--- config.mk ---
export PLATFORM = sky130hd
export DESIGN_NAME = log_reader
export DESIGN_NICKNAME = d
export VERILOG_FILES = /design/src/rtl/log_reader.sv
export SDC_FILE = /design/constraint.sdc
export NUM_CORES = 1
export LEC_CHECK = 0
export CORE_ASPECT_RATIO = 1.75
export CORE_MARGIN = 5
export CORE_UTILIZATION = 59
export DETAILED_ROUTE_END_ITERATION = 16
export PLACE_DENSITY = 0.92
export SETUP_SLACK_MARGIN = 0.02
export SLEW_MARGIN = 20
export SYNTH_ARGS = -nofsm -noshare
export SYNTH_HDL_FRONTEND = slang
export SYNTH_SLANG_ARGS = --single-unit
--- constraint.sdc ---
create_clock -name clk -period 9.39 [get_ports clk]
set_clock_uncertainty 0.15 [all_clocks]
set_input_delay 1.878 -clock clk [delete_from_list [all_inputs] [get_ports clk]]
set_output_delay 1.878 -clock clk [all_outputs]
set_load 0.005 [all_outputs]
--- src/rtl/log_reader.sv ---
// log_reader: drains the violation log RAM and streams it as bytes over valid/ready.
// Frame: HDR_BYTE, count[7:0], count[15:8], then each entry least-significant byte first.
module log_reader #(
  parameter int unsigned       ADDR_W   = 16,
  parameter int unsigned       DATA_W   = 37,
  parameter logic [ADDR_W-1:0] DEPTH    = 16'd256,
  parameter logic [7:0]        HDR_BYTE = 8'hA5
) (
  input  logic              clk,
  input  logic              reset_n,
  input  logic              dump_req,
  input  logic              dump_abort,
  input  logic [ADDR_W-1:0] log_count,
  input  logic              clr_after,
  output logic              re,
  output logic [ADDR_W-1:0] rd_addr,
  input  logic [DATA_W-1:0] rd_data,
  output logic [7:0]        tx_data,
  output logic              tx_valid,
  input  logic              tx_ready,
  output logic              tx_last,
  output logic              busy,
  output logic              done,
  output logic              clr_ram
);
  localparam int unsigned       NBYTES  = (DATA_W + 7) / 8;
  localparam int unsigned       ENTRY_W = NBYTES * 8;
  localparam logic [2:0]        LAST_B  = 3'(NBYTES - 1);
  localparam logic [ADDR_W-1:0] ONE     = ADDR_W'(1);

  typedef enum logic [2:0] {S_IDLE, S_HDR, S_RD, S_WAIT, S_SEND, S_FIN} state_t;

  function automatic logic [7:0] entry_byte(input logic [ENTRY_W-1:0] e, input logic [2:0] sel);
    return 8'(e >> {sel, 3'b000});
  endfunction

  function automatic logic [7:0] hdr_byte(input logic [ADDR_W-1:0] c, input logic hi);
    logic [15:0] c16;
    c16 = 16'(c);
    return hi ? c16[15:8] : c16[7:0];
  endfunction

  state_t              state_q, state_d;
  logic [ADDR_W-1:0]   cnt_q, cnt_d;
  logic [ADDR_W-1:0]   idx_q, idx_d;
  logic                clr_lat_q, clr_lat_d;
  logic [1:0]          hb_q, hb_d;
  logic [2:0]          b_q, b_d;
  logic [ENTRY_W-1:0]  entry_q, entry_d;
  logic [7:0]          tx_data_q, tx_data_d;
  logic                tx_valid_q, tx_valid_d;
  logic                tx_last_q, tx_last_d;
  logic                re_q, re_d;
  logic [ADDR_W-1:0]   rd_addr_q, rd_addr_d;
  logic                busy_q, busy_d;
  logic                done_q, done_d;
  logic                clr_ram_q, clr_ram_d;

  logic                xfer;
  logic                last_entry;
  logic                fin;
  logic [ADDR_W-1:0]   sat_cnt;

  always_comb begin
    state_d    = state_q;
    cnt_d      = cnt_q;
    idx_d      = idx_q;
    clr_lat_d  = clr_lat_q;
    hb_d       = hb_q;
    b_d        = b_q;
    entry_d    = entry_q;
    tx_data_d  = tx_data_q;
    tx_valid_d = tx_valid_q;
    tx_last_d  = tx_last_q;
    re_d       = 1'b0;
    rd_addr_d  = rd_addr_q;
    busy_d     = busy_q;
    done_d     = 1'b0;
    clr_ram_d  = 1'b0;
    fin        = 1'b0;

    xfer       = tx_valid_q && tx_ready;
    last_entry = (idx_q == cnt_q - ONE);
    sat_cnt    = (log_count > DEPTH) ? DEPTH : log_count;

    case (state_q)
      S_IDLE: begin
        if (dump_req) begin
          cnt_d      = sat_cnt;
          clr_lat_d  = clr_after;
          idx_d      = '0;
          hb_d       = 2'd0;
          busy_d     = 1'b1;
          tx_valid_d = 1'b1;
          tx_data_d  = HDR_BYTE;
          tx_last_d  = 1'b0;
          state_d    = S_HDR;
        end
      end
      S_HDR: begin
        if (xfer) begin
          if (hb_q == 2'd2) begin
            if (cnt_q == '0) begin
              fin = 1'b1;
            end else begin
              idx_d      = '0;
              rd_addr_d  = '0;
              re_d       = 1'b1;
              tx_valid_d = 1'b0;
              state_d    = S_RD;
            end
          end else begin
            hb_d      = hb_q + 2'd1;
            tx_data_d = hdr_byte(cnt_q, hb_q[0]);
            tx_last_d = (hb_q == 2'd1) && (cnt_q == '0);
          end
        end
      end
      S_RD: state_d = S_WAIT;
      // RAM data is valid this cycle; the first byte goes out next cycle
      S_WAIT: begin
        entry_d    = ENTRY_W'(rd_data);
        tx_data_d  = rd_data[7:0];
        tx_valid_d = 1'b1;
        tx_last_d  = 1'b0;
        b_d        = 3'd0;
        state_d    = S_SEND;
      end
      S_SEND: begin
        if (xfer) begin
          if (b_q == LAST_B) begin
            if (last_entry) begin
              fin = 1'b1;
            end else begin
              idx_d      = idx_q + ONE;
              rd_addr_d  = idx_q + ONE;
              re_d       = 1'b1;
              tx_valid_d = 1'b0;
              state_d    = S_RD;
            end
          end else begin
            b_d       = b_q + 3'd1;
            tx_data_d = entry_byte(entry_q, b_q + 3'd1);
            tx_last_d = ((b_q + 3'd1) == LAST_B) && last_entry;
          end
        end
      end
      S_FIN: state_d = S_IDLE;
      default: state_d = S_IDLE;
    endcase

    if (fin) begin
      tx_valid_d = 1'b0;
      tx_last_d  = 1'b0;
      busy_d     = 1'b0;
      done_d     = 1'b1;
      clr_ram_d  = clr_lat_q;
      state_d    = S_FIN;
    end

    // busy is low in IDLE and FIN, so abort only acts on a live dump
    if (dump_abort && busy_q) begin
      tx_valid_d = 1'b0;
      tx_last_d  = 1'b0;
      re_d       = 1'b0;
      busy_d     = 1'b0;
      done_d     = 1'b1;
      clr_ram_d  = 1'b0;
      state_d    = S_IDLE;
    end
  end

  always_ff @(posedge clk or negedge reset_n) begin
    if (!reset_n) begin
      state_q    <= S_IDLE;
      cnt_q      <= '0;
      idx_q      <= '0;
      clr_lat_q  <= 1'b0;
      hb_q       <= 2'd0;
      b_q        <= 3'd0;
      entry_q    <= '0;
      tx_data_q  <= 8'd0;
      tx_valid_q <= 1'b0;
      tx_last_q  <= 1'b0;
      re_q       <= 1'b0;
      rd_addr_q  <= '0;
      busy_q     <= 1'b0;
      done_q     <= 1'b0;
      clr_ram_q  <= 1'b0;
    end else begin
      state_q    <= state_d;
      cnt_q      <= cnt_d;
      idx_q      <= idx_d;
      clr_lat_q  <= clr_lat_d;
      hb_q       <= hb_d;
      b_q        <= b_d;
      entry_q    <= entry_d;
      tx_data_q  <= tx_data_d;
      tx_valid_q <= tx_valid_d;
      tx_last_q  <= tx_last_d;
      re_q       <= re_d;
      rd_addr_q  <= rd_addr_d;
      busy_q     <= busy_d;
      done_q     <= done_d;
      clr_ram_q  <= clr_ram_d;
    end
  end

  assign re       = re_q;
  assign rd_addr  = rd_addr_q;
  assign tx_data  = tx_data_q;
  assign tx_valid = tx_valid_q;
  assign tx_last  = tx_last_q;
  assign busy     = busy_q;
  assign done     = done_q;
  assign clr_ram  = clr_ram_q;

endmodule

# Word level (Yosys, flattened, before mapping)
# Cells that the tools add are included.
[word_totals]
reg_bits = 108
latchBits = 0
ram_bits = 0
mem_bits_ro = 0
out_inout_bits = 30
wordCells = 146
memories = 0
[op_classes]
n_addsub = 4
n_mul = 0
div_mod_pow = 0
n_lt_le_gt_ge = 1
n_eq_ne = 27
shift = 1
muxes = 74
bitwise = 0
reduce_logical = 24
[ops]
columns = ["op", "count"]
rows = [
  ["$mux W16", 8],
  ["$mux W8", 6],
  ["$pmux W16 S3", 1],
  ["$shr A37 B6 Y8", 1],
  ["$mux W1", 36],
  ["$ne A4 B4 Y1 const B", 9],
  ["$mux W3", 11],
  ["$pmux W16 S2", 1],
  ["$pmux W8 S4", 1],
  ["$ne A2 B2 Y1 const B", 9],
  ["$add A16 B1 Y16 const B", 1],
  ["$eq A16 B16 Y1", 1],
  ["$gt A16 B9 Y1 const B", 1],
  ["$logic_not A16 Y1", 1],
  ["$reduce_and A8 Y1", 2],
  ["$sub A16 B1 Y16 const B", 1],
  ["$pmux W3 S5", 1],
  ["$reduce_and A7 Y1", 2],
  ["$reduce_and A6 Y1", 2],
  ["$eq A3 B3 Y1 const B", 3],
  ["$reduce_bool A3 Y1", 3],
  ["$pmux W1 S4", 2],
  ["$eq A3 B2 Y1 const B", 2],
  ["$mux W2", 3],
  ["other kinds (16)", 23],
]

# Longest topological paths before layout
[depth]
word_depth = 8
depth_mapped = 13
depth_no_buf = 10

# Least setup slack after synthesis
# No wires, ideal clock.
[synth_path]
kind = "input -> register"
start = "in tx_ready"
end = "reg idx_q[8]"
setup_time_ns = 0.134
t_arrival_ns = 3.112
required_time_ns = 9.106
slack_ns = 5.994
path_stages = 9
path_cell_list = "and2_1 clkbuf_1 nand2_1 o21ai_0 nand2b_1 clkbuf_1 clkbuf_1 o31ai_1 o41ai_1"
[synth_via]
elab_chain_len = 3
word_cells_on_any_way = 4
classes_between = "eq/ne (2); reduce/logical (2)"
[synth_rtl]
columns = ["item", "line_no", "rtl"]
rows = [
  ["start, declared", "20", "input logic tx_ready,"],
  ["$logic_and A1 B1 Y1 *", "82", "xfer = tx_valid_q && tx_ready;"],
  ["$ne A2 B2 Y1 (no line)", "-", ""],
  ["$reduce_and A8 Y1 (no line) *", "-", ""],
  ["end signal, assigned", "193", "idx_q <= idx_d;"],
  ["end, declared", "45", "logic [ADDR_W-1:0] idx_q, idx_d;"],
]
# Mark *: on every way between the ends. The rest lies on a longest branch, timed or not.
# A chain may end at the register's enable or synchronous reset.

# Worst setup path in the final report
[layout_path]
start = "reg cnt_q[0]"
end = "reg idx_q[13]"
[layout_via]
elab_chain_len = 4
word_cells_on_any_way = 6
classes_between = "add/sub (1); eq/ne (3); reduce/logical (2)"
[layout_rtl]
columns = ["item", "line_no", "rtl"]
rows = [
  ["start, declared", "44", "logic [ADDR_W-1:0] cnt_q, cnt_d;"],
  ["start signal, assigned", "192", "cnt_q <= cnt_d;"],
  ["$sub A16 B1 Y16", "83", "last_entry = (idx_q == cnt_q - ONE);"],
  ["$eq A16 B16 Y1", "83", ""],
  ["$ne A2 B2 Y1 (no line)", "-", ""],
  ["$reduce_and A8 Y1 (no line) *", "-", ""],
]
# Marked as above.

==> flow_metrics.py <==
metrics = {
    "worst_setup_path": {
        "setup.worst_path.class": "reg2reg",
        "start_kind": "flip-flop",
        "crit_chain": "inv_1, ha_1, or4b_1, or2_1, or4_4, a21oi_2, nor2_1, a2bb2oi_2, or2_2, o21ai_0",
        "arrival_ns": 4.15,
        "crit_path_end_kind": "flip-flop",
        "slowest_delay_ns": 0.66,
        "cp_num_buf_inv": 1,
        "crit_path_max_fanout": 22,
        "slowest_stage": "a2bb2oi_2",
        "cp.required_ns": 9.44,
        "critPathTopFamily": "simple AND/OR/NAND/NOR gates",
    },
    "place": {
        "dp_slack_ns": 5.305,
        "numPortBuffers": 88,
        "dp_hpwl_um": 10920,
        "gp_congestion": 0.9836,
    },
    "run_status": {
        "status": "completed",
    },
    "synthesis": {
        "synth-seq-cells": 108,
        "async_flop_share": 1.000,
        "synth_compound_area_frac": 0.1380,
        "synthFlopType": "dfrtp_1",
        "syn_nets": 697,
        "syn_avg_cell_area_um2": 9.222,
        "synth_warnings": 0,
        "synthTopCellsByCount": "nand2_1 (139), dfrtp_1 (108), nor2_1 (46), clkbuf_1 (28), o21ai_0 (25)",
        "synth_top_area_cell": "dfrtp_1",
        "synth_area_um2": 5819,
        "synth_edf_count": 0,
        "netlist_instances": 631,
        "yosysSeqAreaShare": 0.4644,
        "synth_fa_ha_area_frac": 0.01505,
        "synthXorXnorAreaFrac": 0.04967,
        "yosysTopAreaCellShare": 0.4644,
        "synth_cell_types": 58,
        "synth_area_leaders": "dfrtp_1 (46%), nand2_1 (9.0%), mux4_2 (3.1%)",
        "yosysMostFrequentCell": "nand2_1",
        "synth_top_family_by_area": "simple AND/OR/NAND/NOR gates",
        "yosys.area_share.simple": 0.2189,
        "muxShareOfSynthArea": 0.06923,
    },
    "global_route": {
        "grt_start_max_net_pins": 58,
        "antenna_found_initial": 0,
        "grt_pass1_vias": 5080,
        "grt_pass1_wl_um": 24350,
        "grt_use_total": 0.2513,
        "overflow": 0,
    },
    "route": {
        "drc": 0,
        "drt_iter0_markers": 495,
        "vias": 5018,
        "vias_per_cell": 6.097,
        "ant_nets": 0,
        "wire_per_inst_um": 17.91,
        "dr.pass1.iters": 5,
        "finalWirelength_um": 14740,
    },
    "floorplanning": {
        "dieHeight_um": 141.4,
        "initial_utilization": 0.5945,
        "io_pins": 89,
        "die-area_um2": 12030,
        "die_w_um": 85.08,
        "rows": 48,
        "core_area_um2": 9789,
    },
    "flow_run": {
        "max_cap_viol_count": 0,
    },
    "sta": {
        "fin_crit_sh": 0.4368,
        "worst_pin_slew_ns": 1.047,
        "slew_viol_final": 0,
        "setup_ws_ns": 5.288,
        "max_freq_mhz": 243.8,
        "setup_viol": 0,
        "min_period_ns": 4.102,
        "relSlewSlack": 0.2958,
        "setup-tns-final_ns": 0,
        "rsz0062_at_grt": "no",
        "whs_ns": 0.3256,
        "hold_violations": 0,
    },
    "final_layout": {
        "layout-drive-gt1-share": 0.06590,
        "ff_latch_area_um2": 2703,
        "syn_to_final_growth_pct": 19.59,
        "num_antenna_cells": 0,
        "fin_util": 0.7109,
        "fill_cells": 706,
        "multi_input_area_um2": 2856,
        "finalNetCount": 759,
    },
    "clock_network": {
        "htreeDepth": 3,
        "cts.sinks": 108,
        "clock_path_buffers": 2,
        "cts_buffers": 9,
        "clock_latency_ns": 0.35,
        "clockRootBuffer": "clkbuf_16",
        "clk_pin_slew_worst_paths_ns": 0.07,
        "post-cts-setup-buffers": 0,
        "tritoncts": "built",
        "cts_resized": 0,
        "holdBufCountCts": 0,
    },
    "power_and_ir_drop": {
        "total_power_w": 0.001496,
        "leakagePower_nw": 3.032,
        "peakVddDrop_uv": 167.0,
        "power.density_nw_per_um2": 214.9,
    },
    "worst_hold_path": {
        "hold_path.class": "reg2reg",
    },
}
cell usage in the layout (no fill, tap or decap), types with 3 or more instances in the layout:
cell             instances
nand2_1                139
dfrtp_1                108
clkdlybuf4s50_1         87
nor2_1                  46
o21ai_0                 25
o31ai_1                 21
xnor2_1                 18
inv_1                   18
xor2_1                  15
a21oi_1                 15
nand3_1                 14
and2_1                  11
nor4_1                  11
nor3_1                  11
mux2i_1                 11
a22o_1                  10
mux2_2                  10
clkbuf_16                9
nand2b_1                 8
mux4_2                   8
nand4_1                  7
o22ai_1                  7
ha_1                     7
and3_1                   6
a21o_1                   6
a31oi_1                  5
or3_1                    5
buf_4                    5
nor2b_1                  4
o41ai_1                  4
o211ai_1                 4
or2_2                    3
or4_1                    3
and4_1                   3
cells by family (layout without fill, tap and decap cells):
logic type,Yosys count,in the layout
AND/OR/NAND/NOR,278,278
multiplexers,29,29
XOR/XNOR,33,33
buffers and inverters,59,126
flip-flops,108,108
adder cells (fa/ha/maj),7,7
AO/OA/AOI/OAI,117,117
final timing paths:
check	slack [ns]	cells after the start	endpoint	start
setup / recovery	5.29	10	idx_q[13]	cnt_q[0]
hold / removal	0.33	2	entry_q[18]	entry_q[18]
setup reg to reg	5.29	10	idx_q[13]	cnt_q[0]
hold reg to reg	0.33	2	entry_q[18]	entry_q[18]
max in group asynchronous	6.55	2	tx_data[7]	reset_n
min in group asynchronous	1.39	1	rd_addr[0]	reset_n
where the power goes:
group	switching, W	internal, W	total (W)
clock network	0.000167	0.000181	0.000348
registers	0.0000992	0.000582	0.000681
logic	0.000250	0.000217	0.000467
stage by stage:
| step | instances | area, um^2 |
|---|---|---|
| floorplan | 631 | 5819 |
| global placement | 807 | 6691 |
| detailed placement | 807 | 6691 |
| CTS | 823 | 6959 |
| global route | 823 | 6959 |
| finish | 823 | 6959 |
flip-flops by register name (all words and copies together) (netlist names):
signal / cells
clr_lat_q: 1
cnt_q: 16
busy: 1
done: 1
tx_data: 8
re: 1
state_q: 3
rd_addr: 16
tx_last: 1
hb_q: 2
idx_q: 16
entry_q: 37
tx_valid: 1
clr_ram: 1
b_q: 3
worst reg2reg max path, cell delays in order (launching register included):
cell,delay (ns)
dfrtp_1,0.45
inv_1,0.10
ha_1,0.20
or4b_1,0.57
or2_1,0.31
or4_4,0.52
a21oi_2,0.20
nor2_1,0.07
a2bb2oi_2,0.66
or2_2,0.52
o21ai_0,0.21
cell type report:
cell class,instances,share of cell area
Clock buffer,11,0.03344
Clock inverter,5,0.005034
Inverter,18,0.009709
Multi-Input combinational cell,464,0.4105
Sequential cell,108,0.3883
Tap cell,125,0.02247
Timing Repair Buffer,92,0.1305
layer usage:
layer / GRT usage / wire, um / vias up / part of all wire
met2: 0.4537 / 8041 / 207 / 0.55
met4: 0.1176 / 524 / 0 / 0.036
li1: - / - / 2320 / -
met1: 0.2855 / 5455 / 2445 / 0.37
met5: 0 / 0 / - / 0
met3: 0.04009 / 717 / 46 / 0.049
Note: power is estimated with default switching activity, not from simulation.
